`src/rtl/seq_divider_pkg.sv`:
```
// rtl/seq_divider_pkg.sv - shared types and constants for the sequential divider
//
// Contents:
//   DEFAULT_BIT : default operand/result width
//   state_t     : controller states (IDLE, CALC, DONE)
package seq_divider_pkg;

  localparam int DEFAULT_BIT = 32;

  typedef enum logic [1:0] {
    IDLE = 2'd0,
    CALC = 2'd1,
    DONE = 2'd2
  } state_t;

endpackage

```
`src/rtl/div_step.sv`:
```
// rtl/div_step.sv - one combinational restoring-division step
//
// Ports:
//   rem_i     in  BIT  current partial remainder
//   bit_i     in  1    next dividend bit shifted into the remainder
//   divisor_i in  BIT  divisor
//   rem_o     out BIT  partial remainder after this step
//   q_o       out 1    quotient bit produced by this step
//
// The trial subtraction is a BIT+1 wide ripple-carry adder in subtract mode
// (a + ~b + 1). The stored remainder is always below the divisor, so it fits
// in BIT bits; only the shifted trial value needs the extra bit.
module div_step
  import seq_divider_pkg::*;
#(
  parameter int BIT = DEFAULT_BIT
) (
  input  logic [BIT-1:0] rem_i,
  input  logic           bit_i,
  input  logic [BIT-1:0] divisor_i,
  output logic [BIT-1:0] rem_o,
  output logic           q_o
);

  localparam int W = BIT + 1;

  logic [W-1:0] shifted;
  logic [W-1:0] sub_b;
  logic [W-1:0] diff;
  logic [W-1:0] carry;

  assign shifted = {rem_i, bit_i};
  assign sub_b   = ~{1'b0, divisor_i};

  // carry[0] = 1 supplies the +1 of the two's-complement subtraction
  assign carry[0] = 1'b1;

  for (genvar i = 0; i < W; i++) begin : g_sum
    assign diff[i] = shifted[i] ^ sub_b[i] ^ carry[i];
  end

  for (genvar i = 0; i < W - 1; i++) begin : g_carry
    assign carry[i+1] = (shifted[i] & sub_b[i]) | (carry[i] & (shifted[i] ^ sub_b[i]));
  end

  // A clear sign bit means the divisor fitted: keep the difference and emit 1
  assign q_o   = ~diff[BIT];
  assign rem_o = q_o ? diff[BIT-1:0] : shifted[BIT-1:0];

endmodule

```
`src/rtl/seq_divider.sv`:
```
// rtl/seq_divider.sv - iterative restoring divider, one quotient bit per clock
//
// Ports:
//   clk_i       in  1    clock, rising edge
//   rst_i       in  1    asynchronous active-high reset
//   start_i     in  1    request, accepted only while ready_o=1
//   dividend_i  in  BIT  dividend, sampled on the accepting edge
//   divisor_i   in  BIT  divisor, sampled on the accepting edge
//   signed_i    in  1    two's-complement operands (only with SEQ_DIVIDER_SIGNED_EN)
//   ready_o     out 1    high only in IDLE
//   done_o      out 1    one-cycle pulse, results valid
//   quotient_o  out BIT  quotient, held until the next accept
//   remainder_o out BIT  remainder, held until the next accept
//   div_zero_o  out 1    divisor was zero, held with the results
//
// Optional feature macro: SEQ_DIVIDER_SIGNED_EN (signed operand support).
module seq_divider
  import seq_divider_pkg::*;
#(
  parameter int BIT = DEFAULT_BIT
) (
  input  logic           clk_i,
  input  logic           rst_i,
  input  logic           start_i,
  input  logic [BIT-1:0] dividend_i,
  input  logic [BIT-1:0] divisor_i,
`ifdef SEQ_DIVIDER_SIGNED_EN
  input  logic           signed_i,
`endif
  output logic           ready_o,
  output logic           done_o,
  output logic [BIT-1:0] quotient_o,
  output logic [BIT-1:0] remainder_o,
  output logic           div_zero_o
);

  localparam int            CW   = $clog2(BIT);
  localparam logic [CW-1:0] LAST = CW'(BIT - 1);

  state_t          state;
  logic [CW-1:0]   count;
  logic [BIT-1:0]  rem_q;
  logic [BIT-1:0]  quo_q;
  logic [BIT-1:0]  dvs_q;

  logic [BIT-1:0]  step_rem;
  logic            step_bit;
  logic [BIT-1:0]  quo_next;

  logic [BIT-1:0]  dividend_mag;
  logic [BIT-1:0]  divisor_mag;
  logic [BIT-1:0]  quo_final;
  logic [BIT-1:0]  rem_final;

  // The dividend is shifted out of the top of Q while quotient bits enter at
  // the bottom, so a single register serves as both.
  div_step #(
    .BIT(BIT)
  ) u_step (
    .rem_i     (rem_q),
    .bit_i     (quo_q[BIT-1]),
    .divisor_i (dvs_q),
    .rem_o     (step_rem),
    .q_o       (step_bit)
  );

  assign quo_next = {quo_q[BIT-2:0], step_bit};

`ifdef SEQ_DIVIDER_SIGNED_EN
  logic dividend_neg;
  logic divisor_neg;
  logic neg_quo_q;
  logic neg_rem_q;

  assign dividend_neg = signed_i & dividend_i[BIT-1];
  assign divisor_neg  = signed_i & divisor_i[BIT-1];
  // -MIN wraps to MIN, which read as unsigned is the correct magnitude
  assign dividend_mag = dividend_neg ? -dividend_i : dividend_i;
  assign divisor_mag  = divisor_neg ? -divisor_i : divisor_i;
  assign quo_final    = neg_quo_q ? -quo_next : quo_next;
  assign rem_final    = neg_rem_q ? -step_rem : step_rem;

  always_ff @(posedge clk_i or posedge rst_i) begin
    if (rst_i) begin
      neg_quo_q <= 1'b0;
      neg_rem_q <= 1'b0;
    end else if (state == IDLE && start_i) begin
      neg_quo_q <= dividend_neg ^ divisor_neg;
      neg_rem_q <= dividend_neg;
    end
  end
`else
  assign dividend_mag = dividend_i;
  assign divisor_mag  = divisor_i;
  assign quo_final    = quo_next;
  assign rem_final    = step_rem;
`endif

  always_ff @(posedge clk_i or posedge rst_i) begin
    if (rst_i) begin
      state       <= IDLE;
      count       <= '0;
      rem_q       <= '0;
      quo_q       <= '0;
      dvs_q       <= '0;
      quotient_o  <= '0;
      remainder_o <= '0;
      div_zero_o  <= 1'b0;
    end else begin
      case (state)
        IDLE: begin
          if (start_i) begin
            if (divisor_i == '0) begin
              quotient_o  <= '1;
              remainder_o <= dividend_i;
              div_zero_o  <= 1'b1;
              state       <= DONE;
            end else begin
              rem_q      <= '0;
              quo_q      <= dividend_mag;
              dvs_q      <= divisor_mag;
              count      <= '0;
              div_zero_o <= 1'b0;
              state      <= CALC;
            end
          end
        end
        CALC: begin
          rem_q <= step_rem;
          quo_q <= quo_next;
          count <= count + CW'(1);
          if (count == LAST) begin
            quotient_o  <= quo_final;
            remainder_o <= rem_final;
            state       <= DONE;
          end
        end
        DONE: begin
          state <= IDLE;
        end
        default: begin
          state <= IDLE;
        end
      endcase
    end
  end

  assign ready_o = (state == IDLE);
  assign done_o  = (state == DONE);

endmodule

```
`config.mk`:
```
export PLATFORM = sky130hd
export DESIGN_NAME = seq_divider
export DESIGN_NICKNAME = d
export VERILOG_FILES = /design/src/rtl/seq_divider_pkg.sv /design/src/rtl/div_step.sv /design/src/rtl/seq_divider.sv
export SDC_FILE = /design/constraint.sdc
export NUM_CORES = 1
export LEC_CHECK = 0
export ABC_CLOCK_PERIOD_IN_PS = 38000
export CORE_AREA = 4 4 149 122
export CTS_BUF_LIST = sky130_fd_sc_hd__clkbuf_4 sky130_fd_sc_hd__clkbuf_8 sky130_fd_sc_hd__clkbuf_16
export CTS_CLUSTER_DIAMETER = 120
export DETAILED_ROUTE_END_ITERATION = 8
export DIE_AREA = 0 0 153 126
export DONT_BUFFER_PORTS = 1
export GPL_ROUTABILITY_DRIVEN = 0
export PLACE_DENSITY = 0.66
export SLEW_MARGIN = 15
export SYNTH_ARGS = -nofsm -noshare
export SYNTH_HDL_FRONTEND = slang
export SYNTH_HIERARCHICAL = 1
export SYNTH_SLANG_ARGS = --single-unit
```
`constraint.sdc`:
```
create_clock -name clk_i -period 38 [get_ports clk_i]
set_clock_uncertainty 0.15 [all_clocks]
set_input_delay 7.6 -clock clk_i [delete_from_list [all_inputs] [get_ports clk_i]]
set_output_delay 7.6 -clock clk_i [all_outputs]
set_load 0.005 [all_outputs]
```
=== After elaboration in Yosys (flattened, before gate mapping) ===
Index checks and enable logic that the tools add are counted.
W data, S select, Z words.

* $add $sub $neg: 1
* Reductions and logical operators: 8
* Multiplexer cells: 23
* Eq/ne operators: 7
* Bitwise logic cells: 164

{| class="wikitable"
|+ Operators with widths
! operator !! number
|-
| $mux W32 || 11
|-
| $pmux W32 S2 || 4
|-
| $xor A1 B1 Y1 || 65
|-
| $and A1 B1 Y1 || 63
|-
| $not A32 Y33 || 1
|-
| $logic_not A32 Y1 || 1
|-
| $or A1 B1 Y1 || 32
|-
| $mux W5 || 2
|-
| $pmux W5 S2 || 1
|-
| $mux W2 || 3
|-
| $ne A2 B2 Y1 const B || 3
|-
| $reduce_and A3 Y1 || 2
|-
| $add A5 B1 Y5 const B || 1
|-
| $eq A5 B5 Y1 const B || 1
|-
| $pmux W2 S2 || 1
|-
| $reduce_and A2 Y1 || 2
|-
| $reduce_and A4 Y1 || 1
|-
| $not A1 Y1 || 3
|-
| $eq A2 B1 Y1 const B || 1
|-
| $eq A2 B2 Y1 const B || 1
|-
| $logic_not A2 Y1 || 1
|-
| $ne A2 B1 Y1 const B || 1
|-
| $reduce_bool A2 Y1 || 1
|-
| $mux W1 || 1
|}

* Output and inout bits: 67
* Logic and storage cells: 211
* Register bits after elaboration: 168

=== Logic depth before layout (Yosys ltp) ===
* Depth in word-level cells: 69
* Mapped depth: 40
* Depth with buffers taken out: 39

=== Hierarchy ===
The synthesis kept the hierarchy.

{| class="wikitable"
|+ By module, submodules not included
! module !! area an instance (um^2) !! cells an instance !! instances !! sequential area each (um^2)
|-
| seq_divider || 7105.6 || 571 || 1 || 4204.0
|-
| div_step || 1158.6 || 103 || 1 || 0.0
|}

=== Worst setup path before layout ===
No wires, ideal clock.

* Path type: register to register
* Start: register dvs_q[0]
* End: register quo_q[0]
* Period minus slack after synthesis: 13432 ps
* Slack: 24568 ps
* Buffers on the path: 1
* Library setup time: 126 ps
* Required time: 37724 ps
* Stages on the path, launching flop included: 40
* Data arrival time: 13156 ps
* Path through: dfrtp_1 > ha_1 > fa_1 > fa_1 > fa_1 > fa_1 > fa_1 > fa_1 > fa_1 > fa_1 > fa_1 > fa_1 > fa_1 > fa_1 > fa_1 > fa_1 > fa_1 > fa_1 > (+4 left out) > fa_1 > fa_1 > fa_1 > fa_1 > fa_1 > fa_1 > fa_1 > fa_1 > inv_1 > fa_1 > inv_1 > fa_1 > fa_1 > xor2_4 > buf_8 > inv_1 > and2_1 > a221o_1

* Cells in the longest elaborated chain, start to end: 68

{| class="wikitable"
|+ Ends and longest elaborated chain
! item !! RTL line !! source
|-
| from (decl) || seq_divider.sv:44 || <nowiki>logic [BIT-1:0] dvs_q;</nowiki>
|-
| from (signal assigned) || seq_divider.sv:121 || <nowiki>dvs_q <= divisor_mag;</nowiki>
|-
| $not A32 Y33 (*) || div_step.sv:33 || <nowiki>assign sub_b = ~{1'b0, divisor_i};</nowiki>
|-
| $and A1 B1 Y1 / $xor A1 B1 Y1 (equally long branches) || div_step.sv:43 || <nowiki>assign carry[i+1] = (shifted[i] & sub_b[i]) | (carry[i] & (shifted[i] ^ sub_b[i]));</nowiki>
|-
| $or A1 B1 Y1 (*) || div_step.sv:43 ||
|-
| $and A1 B1 Y1 (*) || div_step.sv:43 ||
|-
| $or A1 B1 Y1 (*) || div_step.sv:43 ||
|-
| $and A1 B1 Y1 (*) || div_step.sv:43 ||
|-
| $or A1 B1 Y1 (*) || div_step.sv:43 ||
|-
| $and A1 B1 Y1 (*) || div_step.sv:43 ||
|-
| (+53 left out) || -- ||
|-
| $and A1 B1 Y1 (*) || div_step.sv:43 ||
|-
| $or A1 B1 Y1 (*) || div_step.sv:43 ||
|-
| $and A1 B1 Y1 (*) || div_step.sv:43 ||
|-
| $or A1 B1 Y1 (*) || div_step.sv:43 ||
|-
| $xor A1 B1 Y1 (*) || div_step.sv:39 || <nowiki>assign diff[i] = shifted[i] ^ sub_b[i] ^ carry[i];</nowiki>
|-
| $not A1 Y1 (*) || div_step.sv:47 || <nowiki>assign q_o = ~diff[BIT];</nowiki>
|-
| via step_bit || seq_divider.sv:47 || <nowiki>logic step_bit;</nowiki>
|-
| $pmux W32 S2 (*) || seq_divider.sv:110 || <nowiki>case (state)</nowiki>
|-
| to (signal assigned) || seq_divider.sv:120 || <nowiki>quo_q <= dividend_mag;</nowiki>
|-
| to (signal assigned) || seq_divider.sv:130 || <nowiki>quo_q <= quo_next;</nowiki>
|-
| to (decl) || seq_divider.sv:43 || <nowiki>logic [BIT-1:0] quo_q;</nowiki>
|}

Mark *: on every way through the listed nets, which the timed path passes. The rest lies on a longest branch.
A chain may end at the register's enable or synchronous reset.

=== Worst setup path in the final report ===
* Start: register dvs_q[0]
* End: register remainder_o[22]

* Cells in the longest elaborated chain, start to end: 69

{| class="wikitable"
|+ Ends and longest elaborated chain
! item !! RTL line !! source
|-
| $not A32 Y33 (*) || div_step.sv:33 ||
|-
| $and A1 B1 Y1 / $xor A1 B1 Y1 (equally long branches) || div_step.sv:43 ||
|-
| $or A1 B1 Y1 (*) || div_step.sv:43 ||
|-
| $and A1 B1 Y1 (*) || div_step.sv:43 ||
|-
| $or A1 B1 Y1 (*) || div_step.sv:43 ||
|-
| $and A1 B1 Y1 (*) || div_step.sv:43 ||
|-
| $or A1 B1 Y1 (*) || div_step.sv:43 ||
|-
| $and A1 B1 Y1 (*) || div_step.sv:43 ||
|-
| (+54 left out) || -- ||
|-
| $or A1 B1 Y1 || div_step.sv:43 ||
|-
| $and A1 B1 Y1 || div_step.sv:43 ||
|-
| $or A1 B1 Y1 || div_step.sv:43 ||
|-
| $xor A1 B1 Y1 || div_step.sv:39 ||
|-
| $mux W32 (*) || div_step.sv:48 || <nowiki>assign rem_o = q_o ? diff[BIT-1:0] : shifted[BIT-1:0];</nowiki>
|-
| via rem_final[22] || seq_divider.sv:53 || <nowiki>logic [BIT-1:0] rem_final;</nowiki>
|-
| $mux W32 (*) || seq_divider.sv:132 || <nowiki>if (count == LAST) begin</nowiki>
|-
| $pmux W32 S2 (*) || seq_divider.sv:110 ||
|-
| to (signal assigned) || seq_divider.sv:115 || <nowiki>remainder_o <= dividend_i;</nowiki>
|-
| to (signal assigned) || seq_divider.sv:134 || <nowiki>remainder_o <= rem_final;</nowiki>
|-
| to (decl) || seq_divider.sv:33 || <nowiki>output logic [BIT-1:0] remainder_o,</nowiki>
|}

Mark *: on every way through the listed nets, which the timed path passes. The rest lies on a longest branch. The select of a mux whose other input is x is not followed.

==> results.md <==
- Synthesis handed over a netlist of 674 instances.
- The floorplan step set the die height to 126 um.
- The cell with the largest stage delay on the worst path is buf_4.
- The total number of yosys warnings is 6.
- The type of the most critical hold path is reg -> reg.
- Setup violations remaining at the end of the flow were counted as 0.
- The most numerous cell on the critical path is fa_1.
- Setup repair after global routing left no endpoint under its margin.
- The number of optimization iterations in the first detailed-route pass is 5.
- Of all nets on the critical path, the largest fanout is 33.
- The remaining number of nets flagged by the antenna check after routing is 0.
- The total of max-cap violations is 0.
- The combined global-route utilization of all metal layers is 0.202.
- The area occupied by registers is 0.00420 mm2.
- The worst-case reg-to-reg path depth is 39.
- The via count of the first global-routing pass is 5394.
- The setup slack of the critical path after layout is 23.49 ns.
- Summed over all layers, the global routing overflow is 0.
- The endpoint identified for the worst register-to-register timing path is remainder_o[22]$_DFFE_PP0P_.
- The die covers 0.0193 mm2.
- TritonCTS built the clock tree.
- Based on the critical path, the design can be clocked at up to 0.0689 GHz.
- In the finished design, the share of the clock period the worst path needs comes to 0.382.
- In this run the most critical hold path is launched from rem_q[26]$_DFFE_PP0P_.
- The per-instance average area after synthesis is 12.3 um2.
- After clock tree synthesis, the setup repair step added 0 buffers.
- The final design area excluding fillers is 0.00896 mm2.
- At the worst endpoint, the required time is 38.20 ns.
- The launching element type of the critical path is a flip-flop.
- Along the worst hold path, the cell count comes to 1.
- For this run, design rule violations remaining after detail routing come to 0.
- At the worst endpoint, the arrival time is 14.71 ns.
- The kind of cell with the highest combined delay along the critical path is adder cells.
- The leading area contributor after synthesis is dfrtp_1.
- The sum of negative setup slack is 0 ns.
- The sink count of the clock tree is 168.
- At the end of the flow the core is filled with cells to 0.543.
- The share of synthesized area in the top cell type comes to 0.509.
- 0 antenna diodes ended up in the layout.
- The path with the worst hold slack has its endpoint at rem_q[26]$_DFFE_PP0P_.
- The via count of the routed design is 5032.
- For the worst-skew pair, the clock arrives at the later sink with an insertion delay of 0.43 ns.
- The post-synthesis instance area is 0.00826 mm2.
- The worst setup path is captured at a flip-flop.
- The first global-routing pass estimated 30.8 mm of wire.
- The max-slew violation count was 0.
- The measured slew at the worst slew-check pin is 1.19 ns.
- The most frequent cell after synthesis is dfrtp_1.
- From synthesis to final layout, the design area changed by 8.37%.
- TritonCTS created 17 clock buffers.
- After detailed routing, the total wire length is 18.7 mm.
- The average wire per standard cell is 21.0 um.
- Summed over all cells, the static leakage comes to 3.94 nW.
- The worst slew margin relative to its limit is 0.208.
- Of the cells placed in the final design, the portion with a size suffix greater than 1 is 0.136.
- The count of state elements after synthesis is 168.
- The worst-case IR drop observed on VDD is 0.0000539 V.
- The part of the Yosys area used for sequential elements is 0.509.
- Clock-pin slew was measured on the worst setup and hold paths at 0.06 ns.
- The maximum number of pins on one net before global-route repair is 87.
- The final hold violation count is 0.
- The hold-fix buffer count after cts is 0.
- In this run, the number of DRC markers left after iteration 0 of detailed routing was 301.
- The distinct cell type count after synthesis is 37.
- At the end of the flow, the number of nets in the layout was 757.
- The critical path buffer and inverter count is 3.
- The minimum setup slack among reg-to-reg paths is 23.49 ns.
- The CTS root buffer is clkbuf_16.
- Among all flip-flop cells after synthesis, the most frequent one is dfrtp_1.
- The initial utilization of the core area, before any placement, comes to 0.501.
- The deepest clock path buffer count is 2.
- After legalization and detailed placement, the total HPWL measured 13.0 mm.
- The placeable core region is 0.0165 mm2.
- The flow ran to the end, and the final reports show no timing, DRC or antenna violations.
- Counting flops with an async set or reset pin after synthesis yields a share of 1.00.
- In this run the critical register-to-register path is launched from dvs_q[0]$_DFFE_PP0P_.
- In this run the core area contains 42 standard-cell rows.
- The die width is 153 um.
- Dividing total power by cell area gives a power density of 108 mW/mm2.
- The number of gates resized after cts is 0.
- In the final layout, the multi-input gates occupy 0.00360 mm2.
- The count of flip-flops with a built-in enable after synthesis is 0.
- Pin placement for this block handled 134 I/O pins.
- The count of filler cells inserted in the layout is 1409.
- The commonest cells after synthesis are 168 x dfrtp_1, 65 x nor2_1, 63 x mux2i_1.
- Buffers placed on the I/O ports in this run total 0.
- The type of the setup path with the least slack is reg -> reg.
- Counting I/O delays and the setup requirement, the final critical path takes 14.51 ns.
- The pre-CTS worst setup slack is 23.59 ns.
- In this design, the stage delay of the slowest critical-path cell is 0.50 ns.
- By area the synthesized netlist is led by dfrtp_1 51%, mux2i_1 7.6%, fa_1 7.5%, a221o_1 3.9%, a22o_1 3.6%.
- The number of antenna violations at the first check in global routing is 0.
- In the routed layout, each cell is associated on average with a via count of 5.66.
- Once placement finished, the instance area stood at 0.00829 mm2.
- The post-synthesis net count is 775.
- The depth of the CTS H-tree is 4.
## sequential cells by signal, indices dropped and copies added (netlist names)
register,flops
rem_q,32
remainder_o,32
quo_q,32
div_zero_o,1
count,5
state,2
dvs_q,32
quotient_o,32
## kinds of logic (layout without fill, tap and decap cells)
kind of cell / count (synthesis) / after routing / synth area share
multiplexers: 97 / 97 / 0.123
flip-flops: 168 / 168 / 0.509
adder cells (fa/ha/maj): 34 / 34 / 0.0796
AO/OA/AOI/OAI: 139 / 139 / 0.129
AND/OR/NAND/NOR: 151 / 151 / 0.0992
XOR/XNOR: 1 / 1 / 0.00333
buffers and inverters: 84 / 79 / 0.0577
## cell usage in the layout (no fill, tap or decap), types with 2 or more instances in the layout
master	instances
fa_1	31
nor2_1	65
o21ai_2	17
mux2_2	14
a22o_1	34
a21oi_1	34
clkinv_2	3
o2bb2ai_1	2
dfrtp_1	168
nor4_2	4
ha_1	3
nor2_4	2
buf_4	7
nand2_1	33
bufinv_16	5
mux2_1	20
and2_1	32
o21ai_1	16
inv_1	38
mux2i_1	63
nor4_4	4
clkbuf_16	17
clkinvlp_4	3
a221o_1	32
nor3_1	2
clkbuf_8	3
## worst max path at each step
stage                               start                     endpoint  slack [ns]  cells past startpoint
global route        quo_q[31]$_DFFE_PP0P_  remainder_o[22]$_DFFE_PP0P_       23.09                     40
finish               dvs_q[0]$_DFFE_PP0P_  remainder_o[22]$_DFFE_PP0P_       23.49                     39
floorplan            dvs_q[0]$_DFFE_PP0P_         quo_q[0]$_DFFE_PP0P_       24.57                     39
CTS                  dvs_q[0]$_DFFE_PP0P_  remainder_o[22]$_DFFE_PP0P_       23.54                     39
detailed placement   dvs_q[0]$_DFFE_PP0P_  remainder_o[22]$_DFFE_PP0P_       23.59                     39
global placement    quo_q[31]$_DFFE_PP0P_  remainder_o[29]$_DFFE_PP0P_       23.83                     40
## report_power, final
part | switching (W) | internal [W]
clock network | 0.0000710 | 0.000122
logic | 0.000223 | 0.000219
registers | 0.0000690 | 0.000265
total | 0.000363 | 0.000605
## metrics by stage
| stage | total power [W] | cells | hold slack, ns |
|---|---|---|---|
| floorplan | 0.000691 | 674 | 0.316 |
| global placement | 0.000757 | 857 | 0.333 |
| detailed placement | 0.000776 | 857 | 0.336 |
| CTS | 0.000972 | 889 | 0.353 |
| global route | 0.00105 | 889 | 0.360 |
| finish | 0.000967 | 889 | 0.349 |
## metal layers
layer | routed length (um) | vias to the layer above | global-route usage | share of wire
li1 | - | 2321 | - | -
met1 | 8590 | 2549 | 0.290 | 0.46
met2 | 8110 | 145 | 0.284 | 0.43
met3 | 1800 | 17 | 0.0936 | 0.096
met4 | 162 | 0 | 0.0430 | 0.0087
met5 | 0 | - | 0 | 0
## cell type report
type | instances | area share
clock inverters | 12 | 0.0219
clock buffers | 20 | 0.0521
flip-flops and latches | 168 | 0.469
multi-input cells | 422 | 0.402
well taps | 220 | 0.0307
inverters | 39 | 0.0169
repair buffers | 8 | 0.00712
No activity file was read; power rests on OpenSTA's default activity.
